## src/rtl/pc_sequencer.sv

```systemverilog
// Fetch-stage next-PC generator with circular return-address stack; redirects land on pc_out one cycle later.
// Priority trap > flush > stall > RAS pop > predicted-taken > sequential; stall holds PC and freezes the RAS.
module pc_sequencer #(
    parameter int               XLEN         = 32,
    parameter logic [XLEN-1:0]  RESET_VECTOR = '0,
    parameter int               PC_INC       = 4,
    parameter int               RAS_DEPTH    = 4
) (
    input  logic                             clk,
    input  logic                             reset,
    input  logic                             stall,
    input  logic                             flush,
    input  logic [XLEN-1:0]                  new_pc,
    input  logic                             trap,
    input  logic [XLEN-1:0]                  trap_vector,
    input  logic                             pred_taken,
    input  logic [XLEN-1:0]                  pred_target,
    input  logic                             call,
    input  logic                             ret,
    output logic [XLEN-1:0]                  pc_out,
    output logic                             misalign,
    output logic [$clog2(RAS_DEPTH+1)-1:0]   ras_count,
    output logic                             ras_underflow
);
    localparam int              CW       = $clog2(RAS_DEPTH + 1);
    localparam int              PW       = $clog2(RAS_DEPTH);
    localparam logic [XLEN-1:0] INC      = XLEN'(PC_INC);
    localparam logic [XLEN-1:0] LOW_MASK = XLEN'(PC_INC - 1);
    localparam logic [CW-1:0]   FULL     = CW'(RAS_DEPTH);

    function automatic logic [PW-1:0] ptr_inc(input logic [PW-1:0] p);
        return (p == PW'(RAS_DEPTH - 1)) ? '0 : p + PW'(1);
    endfunction

    function automatic logic [PW-1:0] ptr_dec(input logic [PW-1:0] p);
        return (p == '0) ? PW'(RAS_DEPTH - 1) : p - PW'(1);
    endfunction

    logic [XLEN-1:0] r_pc;
    logic [XLEN-1:0] r_ras [RAS_DEPTH];
    logic [PW-1:0]   r_wp;
    logic [CW-1:0]   r_count;
    logic            r_misalign;
    logic            r_underflow;

    logic [XLEN-1:0] w_seq;
    logic [PW-1:0]   w_top_idx;
    logic            w_pop_ok;
    logic [XLEN-1:0] w_pc_nxt;
    logic [PW-1:0]   w_wp_nxt;
    logic [CW-1:0]   w_count_nxt;
    logic            w_mis_nxt;
    logic            w_uf_nxt;
    logic            w_we;
    logic [PW-1:0]   w_widx;

    assign w_seq     = r_pc + INC;
    assign w_top_idx = ptr_dec(r_wp);
    assign w_pop_ok  = !trap && !flush && !stall && ret && (r_count != '0);

    always_comb begin
        w_pc_nxt    = w_seq;
        w_wp_nxt    = r_wp;
        w_count_nxt = r_count;
        w_mis_nxt   = 1'b0;
        w_uf_nxt    = 1'b0;
        w_we        = 1'b0;
        w_widx      = r_wp;
        if (trap) begin
            w_pc_nxt    = trap_vector & ~LOW_MASK;
            w_mis_nxt   = |(trap_vector & LOW_MASK);
            w_count_nxt = '0;
        end else if (flush) begin
            w_pc_nxt  = new_pc & ~LOW_MASK;
            w_mis_nxt = |(new_pc & LOW_MASK);
        end else if (stall) begin
            w_pc_nxt = r_pc;
        end else if (w_pop_ok) begin
            w_pc_nxt = r_ras[w_top_idx];
            // call+ret: the return address reuses the slot just popped
            if (call) begin
                w_we   = 1'b1;
                w_widx = w_top_idx;
            end else begin
                w_wp_nxt    = w_top_idx;
                w_count_nxt = r_count - CW'(1);
            end
        end else begin
            w_uf_nxt = ret;
            if (pred_taken) begin
                w_pc_nxt  = pred_target & ~LOW_MASK;
                w_mis_nxt = |(pred_target & LOW_MASK);
            end
            // a push into a full stack overwrites the oldest entry
            if (call) begin
                w_we        = 1'b1;
                w_wp_nxt    = ptr_inc(r_wp);
                w_count_nxt = (r_count == FULL) ? r_count : r_count + CW'(1);
            end
        end
    end

    always_ff @(posedge clk) begin
        if (reset) begin
            r_pc        <= RESET_VECTOR;
            r_wp        <= '0;
            r_count     <= '0;
            r_misalign  <= 1'b0;
            r_underflow <= 1'b0;
        end else begin
            r_pc        <= w_pc_nxt;
            r_wp        <= w_wp_nxt;
            r_count     <= w_count_nxt;
            r_misalign  <= w_mis_nxt;
            r_underflow <= w_uf_nxt;
        end
    end

    always_ff @(posedge clk) begin
        if (!reset && w_we) begin
            r_ras[w_widx] <= w_seq;
        end
    end

    assign pc_out        = r_pc;
    assign misalign      = r_misalign;
    assign ras_count     = r_count;
    assign ras_underflow = r_underflow;
endmodule

```

## config.mk

```make
export PLATFORM = sky130hd
export DESIGN_NAME = pc_sequencer
export DESIGN_NICKNAME = d
export VERILOG_FILES = /design/src/rtl/pc_sequencer.sv
export SDC_FILE = /design/constraint.sdc
export NUM_CORES = 1
export LEC_CHECK = 0
export CAP_MARGIN = 20
export CORE_MARGIN = 2
export CORE_UTILIZATION = 57
export DETAILED_ROUTE_END_ITERATION = 7
export PLACE_DENSITY = 0.89
export REMOVE_ABC_BUFFERS = 1
export SLEW_MARGIN = 25
export SYNTH_ARGS = -nofsm -noshare
export SYNTH_HDL_FRONTEND = slang
export SYNTH_SLANG_ARGS = --single-unit
```

## constraint.sdc

```tcl
create_clock -name clk -period 13 [get_ports clk]
set_input_delay 3.25 -clock clk [delete_from_list [all_inputs] [get_ports clk]]
set_output_delay 3.25 -clock clk [all_outputs]
set_load 0.005 [all_outputs]
```

---- Word level (Yosys, flattened, before mapping) ----
Memory sizes are Yosys's and may differ from the RTL's.
Index checks and enable logic that the tools add are counted.
W data, S select, Z words.
word-level totals
  register bits ........................... 39
  memories kept ........................... 1
  memory bits (writable) .................. 128
memories
  name   depth  width  read ports  clocked after memory_dff  wr ports  line  text
  r_ras  4      32     1           0                         1         40    logic [XLEN-1:0] r_ras [RAS_DEPTH];
operators by class
  equal/unequal tests ..................... 5
  bitwise logic cells ..................... 3
  add/subtract/negate cells ............... 5
  reduce and logical (&&, ||, !) cells .... 20
  mux-type cells .......................... 30
operators by type and width
  kind                     count
  $mux W32                 5
  $add A32 B3 Y32 const B  1
  $mux W2                  10
  $mux W3                  4
  $mux W1                  11
  $reduce_and A5 Y1        2
  $reduce_or A2 Y1         4
  $logic_and A1 B1 Y1      5
  $reduce_or A5 Y1         1
  $logic_not A1 Y1         4
  $ne A2 B2 Y1 const B     2
  $add A3 B1 Y3 const B    1
  $eq A3 B3 Y1 const B     1
  $ne A3 B1 Y1 const B     1
  $not A1 Y1               3
  $reduce_bool A3 Y1       1
  $reduce_or A3 Y1         1
  $sub A3 B1 Y3 const B    1
  $add A2 B1 Y2 const B    1
  $eq A2 B2 Y1 const B     1
  $logic_not A2 Y1         1
  $reduce_bool A2 Y1       1
  $sub A2 B1 Y2 const B    1

---- Longest topological paths before layout ----
  depth after elaboration ................. 9
  mapped depth ............................ 10

---- Least setup slack after synthesis ----
No wires, ideal clock.
  path type ............................... input to register
  start ................................... in stall
  end ..................................... mem r_ras[3][0], enable pin
  path slack .............................. 5.713 ns
  library setup time ...................... 0.461 ns
  stages .................................. 8
  data arrival time ....................... 6.826 ns
  data required time ...................... 12.539 ns
  path through ............................ clkbuf_1 -> nor4b_4 -> nand2_1 -> inv_1 -> buf_2 -> nor2_1 -> a21o_1 -> nor3_1
between the ends
  word-level cells in the longest chain between the ends .. 8
  elaborated cells between the ends (all ways) .. 14
  classes of those cells .................. mux: 9; reduce/logical: 5
ends and longest elaborated chain
  element                           line  text
  start: declaration                11    input logic stall,
  $logic_not A1 Y1                  59    assign w_pop_ok = !trap && !flush && !stall && ret && (r_count != '0);
  $logic_and A1 B1 Y1 (3 in a row)  59
  $mux W2                           78    end else if (w_pop_ok) begin
  $mux W2                           76    end else if (stall) begin
  $mux W2                           73    end else if (flush) begin
  $mux W2                           69    if (trap) begin
  end: declaration                  40
Parallel ways exist; a longest one is shown, timed or not.

---- Worst setup path in the final report ----
  start ................................... in stall
  end ..................................... mem r_ras[2][25], enable pin
The elaborated chain is that of the path after synthesis.

==> flow_summary.yaml <==
run_status:
  status: "complete, no violations"
die:
  chipWidth_um: 123
  fp.dieH_um: 123
  fp-row-count: 43
  start_util_pct: 58.3
  dieArea_um2: 15100
  coreArea_um2: 13800
  io-pin-count: 141
synthesis:
  synth_fa_ha_area_share_pct: 0.713
  synth_ff_type: "edfxtp_1"
  ys_ff_latch: 167
  synthXorXnorAreaFrac_pct: 3.15
  syn_inst: 670
  synth_mux_area_share_pct: 9.80
  avgSynthCellArea_um2: 12.0
  yosysWarnings: 0
  seq_area_frac_synth_pct: 57.3
  netlist_area_um2: 8070
  synth_compound_area_share_pct: 14.1
  yosys.area_share.simple_pct: 10.9
  synth_top_area_share_pct: 47.6
  synth_edf_count: 128
  synth_top_family_by_area: "compound AO/OA/AOI/OAI gates"
  async_flop_share_pct: 0
  synth.distinct_cells: 53
  synth_top_area_cell: "edfxtp_1"
  synth.area.top_cells: "edfxtp_1, dfxtp_1, mux4_2"
clocking:
  htreeDepth: 4
  cts-hold-fix-buffers: 0
  path_clk_slew_ns: 0.07
  cts_setup_buffers: 0
  cts.sinks: 167
  ctsResizeCount: 0
  cts-buffers-inserted: 17
  clk_path_buf_depth: 2
  clk_latency_ns: 0.44
  cts_tree: "done"
  root_buffer: "clkbuf_16"
setup_path:
  crit_path_end: "r_ras[2][25]"
  cpPeakStageDelay_ns: 0.77
  crit_chain: "clkdlybuf4s50_1, nor4b_4, nand2_1, nor2_1, a21oi_1, nor3_4, buf_4"
  startpoint_type: "input port"
  crit_family: "simple AND/OR/NAND/NOR gates"
  cp_slowest_cell: "nor4b_4"
  path_class: "in -> reg"
  cp_num_buf_inv: 2
  crit_start: "stall"
  cp-end-kind: "register"
  regToRegEndpoint: "r_ras[2][25]"
  arrival_ns: 7.46
  rrSetupSlack_ns: 9.08
  r2r_cells: 7
  worst-path-stages: 7
  critPathRequiredTime_ns: 13.11
  timing.rr.start: "ras_count[1]"
  cp_max_fo: 22
routing:
  vias: 6680
  routed_wl_um: 24000
  drc: 0
  drt_iter0_markers: 906
  viasPerCell: 6.77
  antenna_left: 0
  first_pass_iters: 6
  detail_route.wl_per_cell_um: 24.3
sta:
  clock.fmax_mhz: 136
  slew_headroom_pct: 34.2
  finalSetupViolCount: 0
  worst_pin_slew_ns: 0.984
  rsz0062_at_grt: "false"
  fin_tns_setup_ns: 0
  worst_slack_ns: 5.65
  slew_viol_final: 0
  finalClockSkew_ns: 0.0111
  hold_viol_final: 0
  finalHoldWorstSlack_ns: 0.545
  fin_crit_ns: 7.35
  min_period_over_period_pct: 56.5
place:
  place.gp.congestion: 0.901
  numPortBuffers: 140
  place_ws_ns: 5.20
  hpwl_um: 15000
  placed_cell_area_um2: 9630
grt:
  grt-ovfl-total: 0
  antenna_found_initial: 0
  grt_max_degree: 52
  grt_usage_pct: 32.8
  grt_pass1_wl_um: 36300
  grt_pass1_vias: 6713
final_layout:
  diodes: 0
  nFillCells: 809
  nets: 902
  syn2layout_area_growth_pct: 26.7
  drive_gt1_share_pct: 11.6
  layout_common_cells: "clkdlybuf4s50_1, edfxtp_1, a21oi_1"
  regArea_um2: 4620
  final_common_cell: "clkdlybuf4s50_1"
  final_area_um2: 10200
  multiInputGateArea_um2: 3160
run:
  maxCapViolations: 0
power:
  power.density_nw_per_um2: 129
  power.leakage_nw: 3.56
  p_total_mw: 1.32
  ir_drop_mv: 0.194
hold_path:
  min_path_type: "reg -> reg"
## logic make-up after synthesis
family,Yosys count
compound gates,180
xor+xnor,29
fa+ha+maj,4
buf+inv,81
flops,167
mux,39
simple gates,170
## worst min path at each step
stage | from | end | depth (start not counted)
2_1_floorplan | r_wp[1] | r_wp[1] | 2
3_3_place_gp | r_wp[1] | r_wp[1] | 2
3_5_place_dp | r_wp[1] | r_wp[1] | 2
4_1_cts | pc_out[1] | r_ras[0][1] | 0
5_1_grt | pc_out[0] | r_ras[3][0] | 0
6_report | pc_out[1] | r_ras[1][1] | 0
## where the power goes
group / internal (mW) / total (mW) / switching [mW]
Clock: 0.290 / 0.508 / 0.218
Combinational: 0.0990 / 0.200 / 0.101
Sequential: 0.590 / 0.611 / 0.0207
## metrics by stage
step	instances	utilization, %
CTS	987	73.9
global route	987	73.9
floorplan	621	-
finish	987	73.9
global placement	954	69.5
detailed placement	955	69.6
## sequential cells by signal (all words and copies together) (netlist names)
name	cells
ras_underflow	1
r_wp	2
misalign	1
pc_out	32
ras_count	3
r_ras	128
## synthesized netlist by cell type (5+ instances only)
cell / number
xor2_1: 15
nand4_1: 12
o211a_1: 6
o211ai_1: 14
or3_1: 7
o31ai_1: 8
dfxtp_1: 39
clkbuf_1: 33
and4_1: 5
nor3_1: 23
mux4_2: 32
buf_2: 10
a31oi_1: 6
nand3_1: 18
nand2b_1: 9
mux2i_1: 7
a211o_1: 9
nor2b_1: 8
inv_1: 32
edfxtp_1: 128
xnor2_1: 14
a21oi_1: 64
nor2_1: 32
o21a_1: 9
a221oi_1: 6
o21ai_0: 38
nand2_1: 39
## worst reg2reg max path: cells and delay by family, from the launching register on
family	cells	cell delay (ns)
simple gates	4	2.40
flops	1	0.37
compound gates	1	0.17
buf+inv	2	0.65
## area by class of cell
cell class / instances / area share [%]
timing repair buffer: 154 / 14.7
clock inverter: 13 / 1.42
inverter: 32 / 1.17
sequential: 167 / 45.2
tap: 180 / 2.20
clock buffer: 19 / 4.33
multi-input combinational: 422 / 30.9
## per-layer routing
metal  routed length (um)  vias to the layer above  global-route usage, %
li1                     -                     2815                      -
met1                 8480                     3181                   40.6
met2                12000                      556                   54.4
met3                 2460                      128                   8.16
met4                 1070                        0                   15.3
met5                    0                        -                      0
Power figures use the tool's default switching activity.
